--- src/rtl/llc_req_arbiter.sv ---
`default_nettype none
// ============================================================================
// Module      : llc_req_arbiter
// Description : Three-channel (cpu/snoop/maintenance) request arbiter feeding
//               a single-outstanding LLC command port, with starvation guard.
// Revision    : 1.0 - initial release
// ============================================================================
module llc_req_arbiter #(
    parameter int ADDR_WIDTH   = 32,
    parameter int STARVE_LIMIT = 4
) (
    input  logic                  clk,
    input  logic                  rst_n,
    input  logic                  cpu_valid,
    output logic                  cpu_ready,
    input  logic [3:0]            cpu_op,
    input  logic [ADDR_WIDTH-1:0] cpu_addr,
    input  logic                  snp_valid,
    output logic                  snp_ready,
    input  logic [3:0]            snp_op,
    input  logic [ADDR_WIDTH-1:0] snp_addr,
    input  logic                  mnt_valid,
    output logic                  mnt_ready,
    input  logic [3:0]            mnt_op,
    output logic                  llc_valid,
    output logic [3:0]            llc_op,
    output logic [ADDR_WIDTH-1:0] llc_addr,
    input  logic                  llc_done,
    output logic [1:0]            grant_src,
    output logic                  drop_pulse,
    output logic [31:0]           issue_cnt,
    output logic [15:0]           drop_cnt
);

    typedef enum logic [0:0] {
        ST_IDLE = 1'b0,
        ST_BUSY = 1'b1
    } state_t;

    localparam logic [1:0]  c_SRC_NONE   = 2'd0;
    localparam logic [1:0]  c_SRC_CPU    = 2'd1;
    localparam logic [1:0]  c_SRC_SNP    = 2'd2;
    localparam logic [1:0]  c_SRC_MNT    = 2'd3;
    localparam logic [3:0]  c_STARVE_MAX = 4'(STARVE_LIMIT);
    localparam logic [15:0] c_DROP_SAT   = 16'hFFFF;

    state_t                r_state;
    logic                  r_llc_valid;
    logic [3:0]            r_llc_op;
    logic [ADDR_WIDTH-1:0] r_llc_addr;
    logic [1:0]            r_grant_src;
    logic                  r_drop_pulse;
    logic [31:0]           r_issue_cnt;
    logic [15:0]           r_drop_cnt;
    logic [3:0]            r_starve_cnt;

    logic                  w_idle;
    logic                  w_cpu_starved;
    logic                  w_win_cpu;
    logic                  w_win_snp;
    logic                  w_win_mnt;
    logic                  w_accept;
    logic [1:0]            w_sel_src;
    logic [3:0]            w_sel_op;
    logic [ADDR_WIDTH-1:0] w_sel_addr;
    logic                  w_sel_legal;

    // Ready is gated by rst_n so no handshake can complete while in reset.
    assign w_idle        = (r_state == ST_IDLE) && rst_n;
    assign w_cpu_starved = (r_starve_cnt == c_STARVE_MAX) && cpu_valid;
    assign w_win_mnt     = mnt_valid;
    assign w_win_snp     = !mnt_valid && snp_valid && !w_cpu_starved;
    assign w_win_cpu     = !mnt_valid && cpu_valid && (!snp_valid || w_cpu_starved);

    assign mnt_ready = w_idle && w_win_mnt;
    assign snp_ready = w_idle && w_win_snp;
    assign cpu_ready = w_idle && w_win_cpu;
    assign w_accept  = mnt_ready || snp_ready || cpu_ready;

    always_comb begin
        w_sel_src   = c_SRC_NONE;
        w_sel_op    = 4'd0;
        w_sel_addr  = '0;
        w_sel_legal = 1'b0;
        if (w_win_mnt) begin
            w_sel_src   = c_SRC_MNT;
            w_sel_op    = mnt_op;
            w_sel_legal = (mnt_op == 4'd8) || (mnt_op == 4'd9);
        end else if (w_win_snp) begin
            w_sel_src   = c_SRC_SNP;
            w_sel_op    = snp_op;
            w_sel_addr  = snp_addr;
            w_sel_legal = (snp_op >= 4'd3) && (snp_op <= 4'd6);
        end else if (w_win_cpu) begin
            w_sel_src   = c_SRC_CPU;
            w_sel_op    = cpu_op;
            w_sel_addr  = cpu_addr;
            w_sel_legal = (cpu_op <= 4'd2);
        end
    end

    always_ff @(posedge clk or negedge rst_n) begin
        if (!rst_n) begin
            r_state      <= ST_IDLE;
            r_llc_valid  <= 1'b0;
            r_llc_op     <= 4'd0;
            r_llc_addr   <= '0;
            r_grant_src  <= c_SRC_NONE;
            r_drop_pulse <= 1'b0;
            r_issue_cnt  <= 32'd0;
            r_drop_cnt   <= 16'd0;
            r_starve_cnt <= 4'd0;
        end else begin
            r_drop_pulse <= 1'b0;
            case (r_state)
                ST_IDLE: begin
                    if (w_accept) begin
                        r_grant_src <= w_sel_src;
                        // mnt grants with a waiting cpu leave the starvation count untouched.
                        if ((w_sel_src == c_SRC_SNP) && cpu_valid) begin
                            if (r_starve_cnt < c_STARVE_MAX) begin
                                r_starve_cnt <= r_starve_cnt + 4'd1;
                            end
                        end else if ((w_sel_src == c_SRC_CPU) || !cpu_valid) begin
                            r_starve_cnt <= 4'd0;
                        end
                        if (w_sel_legal) begin
                            r_state     <= ST_BUSY;
                            r_llc_valid <= 1'b1;
                            r_llc_op    <= w_sel_op;
                            r_llc_addr  <= w_sel_addr;
                        end else begin
                            r_drop_pulse <= 1'b1;
                            if (r_drop_cnt != c_DROP_SAT) begin
                                r_drop_cnt <= r_drop_cnt + 16'd1;
                            end
                        end
                    end
                end
                ST_BUSY: begin
                    if (llc_done) begin
                        r_state     <= ST_IDLE;
                        r_llc_valid <= 1'b0;
                        r_issue_cnt <= r_issue_cnt + 32'd1;
                    end
                end
                default: r_state <= ST_IDLE;
            endcase
        end
    end

    assign llc_valid  = r_llc_valid;
    assign llc_op     = r_llc_op;
    assign llc_addr   = r_llc_addr;
    assign grant_src  = r_grant_src;
    assign drop_pulse = r_drop_pulse;
    assign issue_cnt  = r_issue_cnt;
    assign drop_cnt   = r_drop_cnt;

endmodule
`default_nettype wire

--- config.mk ---
export PLATFORM = sky130hd
export DESIGN_NAME = llc_req_arbiter
export DESIGN_NICKNAME = d
export VERILOG_FILES = /design/src/rtl/llc_req_arbiter.sv
export SDC_FILE = /design/constraint.sdc
export NUM_CORES = 1
export LEC_CHECK = 0
export ABC_CLOCK_PERIOD_IN_PS = 3200
export BUFFER_PORTS_ARGS = -buffer_cell sky130_fd_sc_hd__buf_2
export CAP_MARGIN = 10
export CORE_MARGIN = 2
export CORE_UTILIZATION = 40
export CTS_CLUSTER_DIAMETER = 30
export DETAILED_ROUTE_END_ITERATION = 7
export PLACE_DENSITY = 0.67
export SLEW_MARGIN = 20
export SYNTH_ARGS = -nofsm -noshare
export SYNTH_HDL_FRONTEND = slang
export SYNTH_SLANG_ARGS = --single-unit
--- constraint.sdc ---
create_clock -name clk -period 3.2 [get_ports clk]
set_input_delay 0.32 -clock clk [delete_from_list [all_inputs] [get_ports clk]]
set_output_delay 0.32 -clock clk [all_outputs]
set_load 0.05 [all_outputs]
==> impl_metrics.tcl <==
set metrics [dict create \
    yosys.area_share.simple_pct 20.46 \
    min-delay-start "llc_done" \
    yosys-top-cells-count "dfrtp_1, nand2_1, nand3_1" \
    synth_fa_ha_area_share_pct 1.101 \
    synth_top_area_share_pct 51.21 \
    slew_viol_final 0 \
    clkTransAtPathRegs_ps 70 \
    hold_class "input pin to flip-flop" \
    synthMuxAreaShare_pct 1.432 \
    cap_violations 0 \
    ff_latch_area_sq_mm 0.002327 \
    area_growth_pct 28.69 \
    cts_buffer_depth 2 \
    synth.cell_area_sq_mm 0.004544 \
    setup_tns_ps 0 \
    finalHoldViolations 0 \
    reg2regPathDepth 8 \
    yosysWarnings 0 \
    cp.required_ps 3430 \
    min_path_cells 2 \
    cts_tree "built" \
    rows 38 \
    timing.rr.start "r_starve_cnt[0]$_DFFE_PN0P_" \
    fillers 1000 \
    synth_edf_count 0 \
    core-area_sq_mm 0.01098 \
    synthXorXnorAreaFrac_pct 8.866 \
    chipWidth_microns 110.6 \
    vias_per_cell 5.302 \
    drive_gt1_share_pct 32.91 \
    ant_nets 0 \
    end_kind "flip-flop" \
    vias 4067 \
    clock_sinks 93 \
    worstHoldEndpoint "r_state$_DFF_PN0_" \
    rr_endpoint "llc_op[3]$_DFFE_PN0P_" \
    path_class "flip-flop to flip-flop" \
    status "completed" \
    first_global_vias 4043 \
    syn-num-nets 543 \
    relSlewSlack_pct 43.51 \
    setup_viol 0 \
    ys_async_sr_fraction_pct 100.0 \
    avgSynthCellArea_sq_um 9.944 \
    final_nets 707 \
    wire_per_inst_microns 15.73 \
    port_buffers 172 \
    clk_latency_ps 350 \
    pin_count 173 \
    drcViolationCount 0 \
    tightest_slew_ps 847.4 \
    dpl_cell_area_sq_mm 0.005528 \
    powerDensity_mw_per_mm2 632.1 \
    die-area_sq_mm 0.01223 \
    groute.usage.overall_pct 20.30 \
    synth_compound_area_share_pct 14.15 \
    yosys.cell_count.top_type "dfrtp_1" \
    rsz0062_at_grt "false" \
    synth_top_family_by_area "simple AND/OR/NAND/NOR gates" \
    synth_top_area_cell "dfrtp_1" \
    ir_worst_vdd_mv 0.3782 \
    h-tree-depth 3 \
    finalCritPeriodShare_pct 79.79 \
    synth-seq-cells 93 \
    cts_buffers 9 \
    arrival_ps 2790 \
    first_pass_iters 4 \
    antenna_found_initial 0 \
    gp_congestion 0.8450 \
    fin_area_sq_mm 0.005848 \
    grt_pass1_wl_microns 20340 \
    start_util_pct 41.38 \
    synth_cell_types 39 \
    multi_input_area_sq_mm 0.002098 \
    cts-root-buf "clkbuf_16" \
    hpwl_microns 8675 \
    seq_area_frac_synth_pct 51.21 \
    fin_crit_ps 2553 \
    synthFlopType "dfrtp_1" \
    clock.fmax_mhz 391.7 \
    startpoint_type "flip-flop" \
    grt_max_degree 74 \
    reg2reg_slack_ps 650 \
    post_cts_buffers 0 \
    power_leakage_nw 3.175 \
    fin_skew_ps 5.219 \
    grt_remaining_overflow 0 \
    drt_iter0_drc 276 \
    die_h_microns 110.6 \
    postRouteWirelength_microns 12060 \
    crit_fanout 73 \
    synth_cells 457 \
    synth_area_leaders "dfrtp_1, xnor2_1, nand3_1, nand2_1, a211oi_1" \
]
flip-flops by register name, summed over array words and instances, names as in the netlist:
| register | flops |
|---|---|
| drop_cnt | 16 |
| drop_pulse | 1 |
| issue_cnt | 32 |
| llc_valid | 1 |
| llc_op | 4 |
| llc_addr | 32 |
| r_state | 1 |
| r_starve_cnt | 4 |
| grant_src | 2 |
power breakdown:
| group | internal, mW | total (mW) | leakage [nW] | switching [mW] |
|---|---|---|---|---|
| combinational | 0.286 | 1.12 | 1.78 | 0.838 |
| clock | 0.618 | 1.11 | 0.145 | 0.488 |
| sequential | 1.33 | 1.47 | 1.25 | 0.133 |
cells in the final DEF (no fill, tap or decap), types with 2 or more instances in the layout:
cell type and count:
and4_1 3, mux2_2 4, and2_1 3, xnor2_1 34, nand2_1 68, a21oi_1 11
mux2i_1 2, and3_1 10, nor2b_1 2, ha_1 4, buf_4 7, nand3_1 53
a21o_1 32, xor2_1 12, buf_2 171, o21ai_0 8, nor3_1 10, dfrtp_1 93
inv_1 5, clkbuf_16 9, nand2b_1 5, nor2_1 14, inv_6 2, a211oi_1 33
nand4_1 10, clkinvlp_4 2
metal layers:
layer	track usage [%]	up-vias	routed length, microns
met5	0	-	0
met4	9.333	0	297
li1	-	1942	-
met3	4.665	23	646
met1	26.07	1982	5377
met2	32.64	120	5742
critical path, cell delays in order (launching register included):
cell	delay, ps
dfrtp_1	430
inv_1	80
ha_1	170
nand4b_1	130
nand2_1	370
nor4_2	130
o21ai_4	150
buf_4	560
mux2_2	410
cell families (layout without fill, tap and decap cells):
family	count (synthesis)	in the layout
simple gates	186	186
compound gates	91	91
buf+inv	31	200
other cells	0	1
mux	6	6
fa+ha+maj	4	4
flops	93	93
xor+xnor	46	46
area by class of cell:
class / instances / share of cell area (%)
diodes: 1 / 0.04279
clock buffers: 9 / 3.851
clock inverters: 7 / 1.412
inverters: 5 / 0.3209
multi-input cells: 333 / 35.88
flip-flops and latches: 93 / 39.79
well taps: 140 / 2.995
repair buffers: 179 / 15.70
repair_timing:
item                                   4_1_cts  5_1_grt
hold buffers                                 1        0
endpoints found under the hold margin       26        0
resized for setup                            0        0
through the flow:
step                util, %  cells  worst slack [ps]  power [mW]  hold slack, ps
finish                53.25    767             646.7       3.697           170.2
floorplan                 -    457             658.4       2.287           24.41
CTS                   53.22    766             620.0       3.743           154.5
detailed placement    50.33    749             622.3       2.621           268.3
global placement      50.33    749             769.8       2.602           261.0
global route          53.22    766             408.3       3.868           168.4
how the worst max path moves through the flow:
| stage | to | cells after the start | start | slack (ps) |
|---|---|---|---|---|
| 5_1_grt | llc_op[3]$_DFFE_PN0P_ | 8 | r_starve_cnt[0]$_DFFE_PN0P_ | 410 |
| 6_report | llc_op[3]$_DFFE_PN0P_ | 8 | r_starve_cnt[0]$_DFFE_PN0P_ | 650 |
| 2_1_floorplan | snp_ready | 7 | r_starve_cnt[0]$_DFFE_PN0P_ | 660 |
| 3_5_place_dp | llc_op[3]$_DFFE_PN0P_ | 7 | cpu_valid | 620 |
| 3_3_place_gp | llc_op[3]$_DFFE_PN0P_ | 7 | cpu_valid | 770 |
| 4_1_cts | llc_op[3]$_DFFE_PN0P_ | 8 | r_starve_cnt[0]$_DFFE_PN0P_ | 620 |
No activity file was read; power rests on OpenSTA's default activity.
